<file path="config.mk">
export PLATFORM = sky130hd
export DESIGN_NAME = alu_display_scan
export DESIGN_NICKNAME = d
export VERILOG_FILES = /design/src/rtl/alu_display_scan.sv
export SDC_FILE = /design/constraint.sdc
export NUM_CORES = 1
export LEC_CHECK = 0
export ABC_AREA = 1
export CORE_ASPECT_RATIO = 0.9
export CORE_UTILIZATION = 55
export CTS_CLUSTER_SIZE = 24
export DETAILED_ROUTE_END_ITERATION = 6
export GPL_TIMING_DRIVEN = 0
export PLACE_DENSITY_LB_ADDON = 0.12
export SYNTH_ARGS = -nofsm -noshare
export SYNTH_HDL_FRONTEND = slang
export SYNTH_SLANG_ARGS = --single-unit
</file>
<file path="constraint.sdc">
create_clock -name clk -period 3.4 [get_ports clk]
set_clock_uncertainty 0.2 [all_clocks]
set_input_delay 0.68 -clock clk [delete_from_list [all_inputs] [get_ports clk]]
set_output_delay 0.68 -clock clk [all_outputs]
set_load 0.05 [all_outputs]
</file>
<file path="src/rtl/alu_display_scan.sv">
// Drives a 4-digit multiplexed 7-segment display with operands, ALU result or flags; a debounced button cycles the view.
// Latency: an/seg/dp are registered one cycle after dig/view/inputs. No backpressure; display pins update every cycle.
module alu_display_scan #(
  parameter int SCAN_DIV     = 100000,
  parameter int DEBOUNCE_CYC = 1000000
) (
  input  logic       clk,
  input  logic       rst_n,
  input  logic       btn_view,
  input  logic [7:0] reg_a,
  input  logic [7:0] reg_b,
  input  logic [7:0] alu_result,
  input  logic [3:0] alu_flags,
  output logic [3:0] an,
  output logic [6:0] seg,
  output logic       dp,
  output logic [1:0] view
);

  localparam int SW = (SCAN_DIV > 1) ? $clog2(SCAN_DIV) : 1;
  localparam int DW = (DEBOUNCE_CYC > 1) ? $clog2(DEBOUNCE_CYC) : 1;
  localparam logic [SW-1:0] SCAN_LAST = SW'(SCAN_DIV - 1);
  localparam logic [DW-1:0] DEB_LAST  = DW'(DEBOUNCE_CYC - 1);

  typedef enum logic [1:0] {
    V_AB  = 2'd0,
    V_RES = 2'd1,
    V_FLG = 2'd2,
    V_BAD = 2'd3
  } view_e;

  logic [1:0]    sync_q;
  logic          stable_q, stable_d;
  logic [DW-1:0] deb_cnt_q, deb_cnt_d;
  logic          press;
  view_e         view_q, view_d;
  logic [SW-1:0] scan_cnt_q, scan_cnt_d;
  logic [1:0]    dig_q, dig_d;
  logic [3:0]    an_q, an_d;
  logic [6:0]    seg_q, seg_d;
  logic          dp_q, dp_d;
  logic [3:0]    nib;
  logic          blank;

  function automatic logic [6:0] hex7(input logic [3:0] v);
    case (v)
      4'h0: hex7 = 7'h40;
      4'h1: hex7 = 7'h79;
      4'h2: hex7 = 7'h24;
      4'h3: hex7 = 7'h30;
      4'h4: hex7 = 7'h19;
      4'h5: hex7 = 7'h12;
      4'h6: hex7 = 7'h02;
      4'h7: hex7 = 7'h78;
      4'h8: hex7 = 7'h00;
      4'h9: hex7 = 7'h10;
      4'hA: hex7 = 7'h08;
      4'hB: hex7 = 7'h03;
      4'hC: hex7 = 7'h46;
      4'hD: hex7 = 7'h21;
      4'hE: hex7 = 7'h06;
      default: hex7 = 7'h0E;
    endcase
  endfunction

  // Counter only runs while the synced level disagrees with the accepted level.
  always_comb begin
    stable_d  = stable_q;
    deb_cnt_d = '0;
    press     = 1'b0;
    if (sync_q[1] != stable_q) begin
      if (deb_cnt_q == DEB_LAST) begin
        stable_d = sync_q[1];
        press    = sync_q[1];
      end else begin
        deb_cnt_d = deb_cnt_q + 1'b1;
      end
    end
  end

  always_comb begin
    view_d = view_q;
    case (view_q)
      V_AB:    if (press) view_d = V_RES;
      V_RES:   if (press) view_d = V_FLG;
      V_FLG:   if (press) view_d = V_AB;
      default: view_d = V_AB;
    endcase
  end

  always_comb begin
    scan_cnt_d = scan_cnt_q + 1'b1;
    dig_d      = dig_q;
    if (scan_cnt_q == SCAN_LAST) begin
      scan_cnt_d = '0;
      dig_d      = dig_q + 2'd1;
    end
  end

  always_comb begin
    nib   = 4'h0;
    blank = 1'b1;
    dp_d  = 1'b1;
    case (view_q)
      V_AB: begin
        blank = 1'b0;
        dp_d  = (dig_q != 2'd2);
        case (dig_q)
          2'd3:    nib = reg_a[7:4];
          2'd2:    nib = reg_a[3:0];
          2'd1:    nib = reg_b[7:4];
          default: nib = reg_b[3:0];
        endcase
      end
      V_RES: begin
        if (!dig_q[1]) begin
          blank = 1'b0;
          nib   = dig_q[0] ? alu_result[7:4] : alu_result[3:0];
        end
      end
      V_FLG: begin
        blank = 1'b0;
        nib   = {3'b000, alu_flags[dig_q]};
      end
      default: ;
    endcase
    seg_d = blank ? 7'h7F : hex7(nib);
    an_d  = ~(4'b0001 << dig_q);
  end

  always_ff @(posedge clk or negedge rst_n) begin
    if (!rst_n) begin
      sync_q     <= 2'b00;
      stable_q   <= 1'b0;
      deb_cnt_q  <= '0;
      view_q     <= V_AB;
      scan_cnt_q <= '0;
      dig_q      <= 2'd0;
      an_q       <= 4'b1111;
      seg_q      <= 7'h7F;
      dp_q       <= 1'b1;
    end else begin
      sync_q     <= {sync_q[0], btn_view};
      stable_q   <= stable_d;
      deb_cnt_q  <= deb_cnt_d;
      view_q     <= view_d;
      scan_cnt_q <= scan_cnt_d;
      dig_q      <= dig_d;
      an_q       <= an_d;
      seg_q      <= seg_d;
      dp_q       <= dp_d;
    end
  end

  assign an   = an_q;
  assign seg  = seg_q;
  assign dp   = dp_q;
  assign view = view_q;

endmodule

</file>
==> results of run 1 <==
[worst max-delay path, delay by kind of cell (launching register included)]
family        cells  cell delay (ps)
simple gates      8              930
buf+inv           4              670
fa+ha+maj         2              570
flops             1              380
[sequential cells by signal (all words and copies together) (netlist names)]
name        count
deb_cnt_q      20
scan_cnt_q     17
seg             7
an              4
dig_q           2
sync_q          2
view            2
dp              1
stable_q        1
[cell type report]
cell class / count / area [sq um] / share of cell area (%)
repair buffers: 45 / 455 / 11.7
plain buffers: 1 / 5.00 / 0.129
clock inverters: 1 / 8.76 / 0.226
multi-input cells: 294 / 1580 / 40.8
flip-flops and latches: 56 / 1420 / 36.5
well taps: 70 / 87.6 / 2.26
clock buffers: 7 / 86.3 / 2.22
inverters: 63 / 239 / 6.16
[cells in the final DEF, fill, tap and decap left out, types with 3 or more instances in the layout]
cell and count:
dfrtp_1 44, nand2_1 102, dfstp_2 12, xor2_1 18, nor2_1 53, a21oi_1 10
clkdlybuf4s50_1 43, xnor2_1 3, nor2_2 3, nand4_1 15, inv_2 4, nor3_1 11
ha_1 13, clkbuf_8 6, nand2_2 3, o21ai_0 12, inv_1 58, nand3_1 27
nor4_1 5
[where the power goes]
group | switching, W | total (W) | internal (W)
clock | 0.000214 | 0.000381 | 0.000168
sequential | 0.00000490 | 0.000687 | 0.000682
combinational | 0.0000752 | 0.000135 | 0.0000602
total | 0.000294 | 0.00120 | 0.000910
[metal layers]
metal | routed length [um] | part of all wire (%) | global-route usage, %
met5 | 0 | 0 | 0
met4 | 30 | 0.46 | 5.36
met3 | 156 | 2.4 | 3.51
met2 | 3100 | 48 | 37.2
met1 | 3220 | 49 | 29.7
[path summary, 6_finish.rpt]
| path | endpoint | cells after the start | slack [ps] | startpoint |
|---|---|---|---|---|
| worst min-delay path | deb_cnt_q[14] | 1 | 120 | rst_n |
| worst min register to register | sync_q[1] | 0 | 160 | sync_q[0] |
| worst max register to register | seg[1] | 14 | 600 | dig_q[0] |
| min in group clk | sync_q[1] | 0 | 160 | sync_q[0] |
| max in group asynchronous | dp | 2 | 2250 | rst_n |
| worst max-delay path | seg[1] | 14 | 600 | dig_q[0] |
[metrics by stage]
stage	worst slack (ps)	instances
finish	598	537
global route	401	537
CTS	616	537
detailed placement	633	529
global placement	-257	528
floorplan	1000	414
[kinds of logic (layout without fill, tap and decap cells)]
family / count (synthesis) / after routing / share of synthesized area, %
compound gates: 28 / 28 / 4.86
xor+xnor: 21 / 21 / 5.67
fa+ha+maj: 13 / 13 / 5.02
buf+inv: 64 / 117 / 7.52
flops: 56 / 56 / 43.7
simple gates: 232 / 232 / 33.3
==> impl_metrics.json, run 1 <==
{
  "status": "completed",
  "worstPathCellList": "buf_2, inv_2, ha_1, inv_1, nand2_1, nor2_1, nor2_1, nor2_1, inv_1, ha_1, or2_0, nand2_1, nand2_1, nand2_1",
  "yosysTopAreaCellShare_pct": 34.0,
  "max_freq_ghz": 0.357,
  "required_ps": 3450,
  "fin_crit_ps": 2800,
  "cts.sinks": 56,
  "io_buffers": 44,
  "slew_violations": 0,
  "finalCritPeriodShare_pct": 82.4,
  "grt_pass1_vias": 2477,
  "setup-tns-final_ps": 0,
  "synth_cell_types": 34,
  "num_rows": 26,
  "n_antenna_cell": 0,
  "max_stage_delay_ps": 380,
  "max-cap-violations": 0,
  "ant_nets": 0,
  "gr-total-overflow": 0,
  "crit_slowest_cell": "dfrtp_1",
  "syn_inst": 414,
  "cp-end-kind": "flop",
  "die_w_um": 82.9,
  "vias_per_cell": 5.12,
  "syn_avg_cell_area_sq_um": 7.83,
  "die_y_um": 74.9,
  "grt_use_total_pct": 21.8,
  "finalSetupViolCount": 0,
  "ys_seq_area_share_pct": 43.7,
  "cts_tree": "done",
  "ctsResizeCount": 0,
  "cts_setup_buffers": 0,
  "synth_area_leaders": "dfrtp_1 (34%), nand2_1 (12%), dfstp_2 (9.7%)",
  "htree_num_levels": 2,
  "synth_edf_count": 0,
  "clock_latency_ps": 310,
  "cts-root-buf": "clkbuf_8",
  "drt_first_pass_iters": 4,
  "power_density_nw_per_um2": 310,
  "grt_pass1_wl_mm": 11.0,
  "clkSlewWorstSetupHoldPaths_ps": 110,
  "synth_nets": 458,
  "finalPower_w": 0.00120,
  "dieArea_sq_um": 6210,
  "coreArea_sq_um": 5690,
  "synth_ff_type": "dfrtp_1",
  "yosys_warnings": 0,
  "dp_hpwl_mm": 5.07,
  "pin_count": 45,
  "synth_most_common_cell": "nand2_1",
  "remaining_drc_errors": 0,
  "yosys-top-cells-count": "nand2_1 (102), inv_1 (58), nor2_1 (53), dfrtp_1 (44), nand3_1 (27)",
  "cts_buffers": 5,
  "critPathArrivalTime_ps": 2850,
  "irDropWorstVdd_v": 0.000243,
  "hold_viol": 0,
  "crit_fanout": 9,
  "hold_class": "input pin to asynchronous set/reset pin",
  "drive_gt1_share_pct": 9.21,
  "worst_pin_slew_ps": 536,
  "async_reset_ff_share_pct": 100,
  "crit_top_cell": "nand2_1",
  "design_area_sq_um": 3880,
  "antenna_found_initial": 0,
  "wirelength_mm": 6.50,
  "yosysTopAreaCell": "dfrtp_1",
  "drt_iter0_markers": 136,
  "ctsHoldBuffers": 0,
  "worstSetupPathType": "flop to flop",
  "gp_congestion": 0.814,
  "syn_area_sq_um": 3240,
  "leakagePower_nw": 1.81,
  "wl_per_cell_um": 12.1,
  "hold_ws_ps": 116,
  "start_util_pct": 57.0,
  "vias": 2748,
  "fill_cells": 453,
  "rsz0062_at_grt": "false",
  "critPathLaunchType": "flop",
  "final_core_util_pct": 68.2,
  "dpl_cell_area_sq_um": 3790,
  "nets": 510,
  "clk_path_buf_depth": 2,
  "slew_headroom_pct": 64.1,
  "areaGrowthSynthToFinish_pct": 19.7,
  "synth-seq-cells": 56,
  "grt_max_degree": 37
}
Power figures use the tool's default switching activity.
==> run 2: changes to the inputs <==
Settings changed: CORE_UTILIZATION 55 to 50.
Clock period 3.4 ns to 2.45 ns, I/O delays scaled along.
==> run 2 against run 1 <==
  * Cell count grew 3.9%
  * Non-clock buffer count grew 4
  * Die area grew 9.7%
  * Combinational power grew 44%
  * Critical endpoint is now view[0]
  * Highest routed layer unchanged
==> impl_metrics.json, run 2 (synthesized netlist as in run 1, its figures left out) <==
{
  "final_cell_mix": "nand2_1 (102), inv_1 (54), nor2_1 (52)",
  "antenna_found_initial": 0,
  "largest_register_ffs": 20,
  "cp-end-kind": "primary output",
  "crit_fanout": 7,
  "gr-total-overflow": 0,
  "max_freq_ghz": 0.428,
  "pin_count": 45,
  "wirelength_mm": 6.56,
  "cts-root-buf": "clkbuf_8",
  "clock_latency_ps": 310,
  "cts_tree": "done",
  "wl_per_cell_um": 11.8,
  "fin_crit_ps": 2330,
  "vias_per_cell": 4.86,
  "grt_max_degree": 35,
  "areaGrowthSynthToFinish_pct": 23.0,
  "crit_family": "buffers and inverters",
  "power_density_nw_per_um2": 438,
  "leakagePower_nw": 1.84,
  "dp_hpwl_mm": 5.00,
  "critPathArrivalTime_ps": 1640,
  "worstSetupPathType": "flop to primary output",
  "worstPathCellList": "clkdlybuf4s50_1",
  "r2r-end": "seg[1]",
  "ant_nets": 0,
  "start_util_pct": 52.5,
  "finalCritPeriodShare_pct": 95.3,
  "drt_first_pass_iters": 4,
  "largest_register": "deb_cnt_q",
  "fill_cells": 537,
  "drt_iter0_markers": 81,
  "cts_buffers": 5,
  "nets": 514,
  "grt_use_total_pct": 21.2,
  "htree_num_levels": 2,
  "vias": 2711,
  "finalPower_w": 0.00175,
  "die_y_um": 78.4,
  "worst_pin_slew_ps": 530,
  "n_antenna_cell": 0,
  "r2r_slack_ps": 170,
  "cts.sinks": 56,
  "finalSetupViolCount": 0,
  "io_buffers": 44,
  "hold_start": "sync_q[0]",
  "ff2ff_path_depth": 13,
  "gp_congestion": 0.885,
  "hold_end": "sync_q[1]",
  "multi_input_area_sq_um": 1620,
  "dieArea_sq_um": 6810,
  "rsz0062_at_grt": "false",
  "setup_ws_ps": 115,
  "coreArea_sq_um": 6180,
  "drive_gt1_share_pct": 11.5,
  "worst-path-stages": 1,
  "slew_violations": 0,
  "hold_class": "flop to flop",
  "clk_path_buf_depth": 2,
  "grt_pass1_vias": 2576,
  "num_rows": 27,
  "status": "completed",
  "cp_num_buf_inv": 1,
  "final_common_cell": "nand2_1",
  "critPathLaunchType": "flop",
  "slew_headroom_pct": 64.6,
  "crit_slowest_cell": "clkdlybuf4s50_1",
  "regArea_sq_um": 1420,
  "pre_cts_ws_ps": -227,
  "remaining_drc_errors": 0,
  "hold_viol": 0,
  "die_w_um": 86.9,
  "grt_pass1_wl_mm": 11.3,
  "max_stage_delay_ps": 850,
  "hold_depth": 0,
  "irDropWorstVdd_v": 0.000205,
  "max-cap-violations": 0,
  "clkSlewWorstSetupHoldPaths_ps": 100,
  "required_ps": 1760,
  "timing.rr.start": "dig_q[0]"
}
==> run 2: cell count changes in the layout (fill, tap and decap cells not counted), moves of 2 or more <==
cell / delta
ha_4: +2
ha_1: -3
buf_4: +3
inv_2: +3
inv_1: -4
==> run 2: power by group <==
| group | internal [W] | switching, W | leakage (nW) |
|---|---|---|---|
| sequential | 0.000946 | 0.00000749 | 0.719 |
| combinational | 0.0000873 | 0.000107 | 1.06 |
| clock | 0.000306 | 0.000292 | 0.0524 |
| total | 0.00134 | 0.000406 | 1.84 |
==> run 2: routing by layer <==
layer	part of all wire, %	track usage (%)	wire (um)	up-vias
li1	-	-	-	1429
met1	50	29.0	3300	1244
met2	45	33.7	2980	27
met3	2.4	3.79	157	11
met4	1.9	7.50	123	0
met5	0	0	0	-
==> run 2: worst max-delay path by stage <==
stage                     endpoint  slack, ps     start
final                      view[0]        120   view[0]
after global routing        seg[0]         20  dig_q[0]
after CTS                   seg[1]          7  dig_q[0]
after detailed placement    seg[1]       -230  dig_q[0]
after global placement    dig_q[1]      -1070     rst_n
after floorplan             seg[1]         50  dig_q[0]
==> run 2: final cells by class <==
class                           instances  share of cell area, %
Clock inverter                          1                  0.753
Clock buffer                            7                   1.91
Inverter                               63                   6.05
Sequential cell                        56                   35.5
Timing Repair Buffer                   49                   12.2
Buffer                                  1                  0.282
Multi-Input combinational cell        294                   40.5
Tap cell                               87                   2.73
==> run 2: repair_timing <==
item / CTS / global route
buffers inserted: 1 / 2
setup endpoints to repair: 6 / 6
pin swaps: 1 / 1
gates resized for setup: 4 / 10
hold buffers: 1 / 0
endpoints found under the hold margin: 14 / 0
==> run 2: through the flow <==
step	hold WS, ps	setup TNS, ps	cells	util [%]	instance area, sq um
after floorplan	-5.59	0	414	-	3240
after global placement	132	-52790	545	61.3	3790
after detailed placement	150	-612	546	61.6	3810
after CTS	172	0	556	63.8	3940
after global routing	174	0	558	64.5	3990
final	170	0	558	64.5	3990
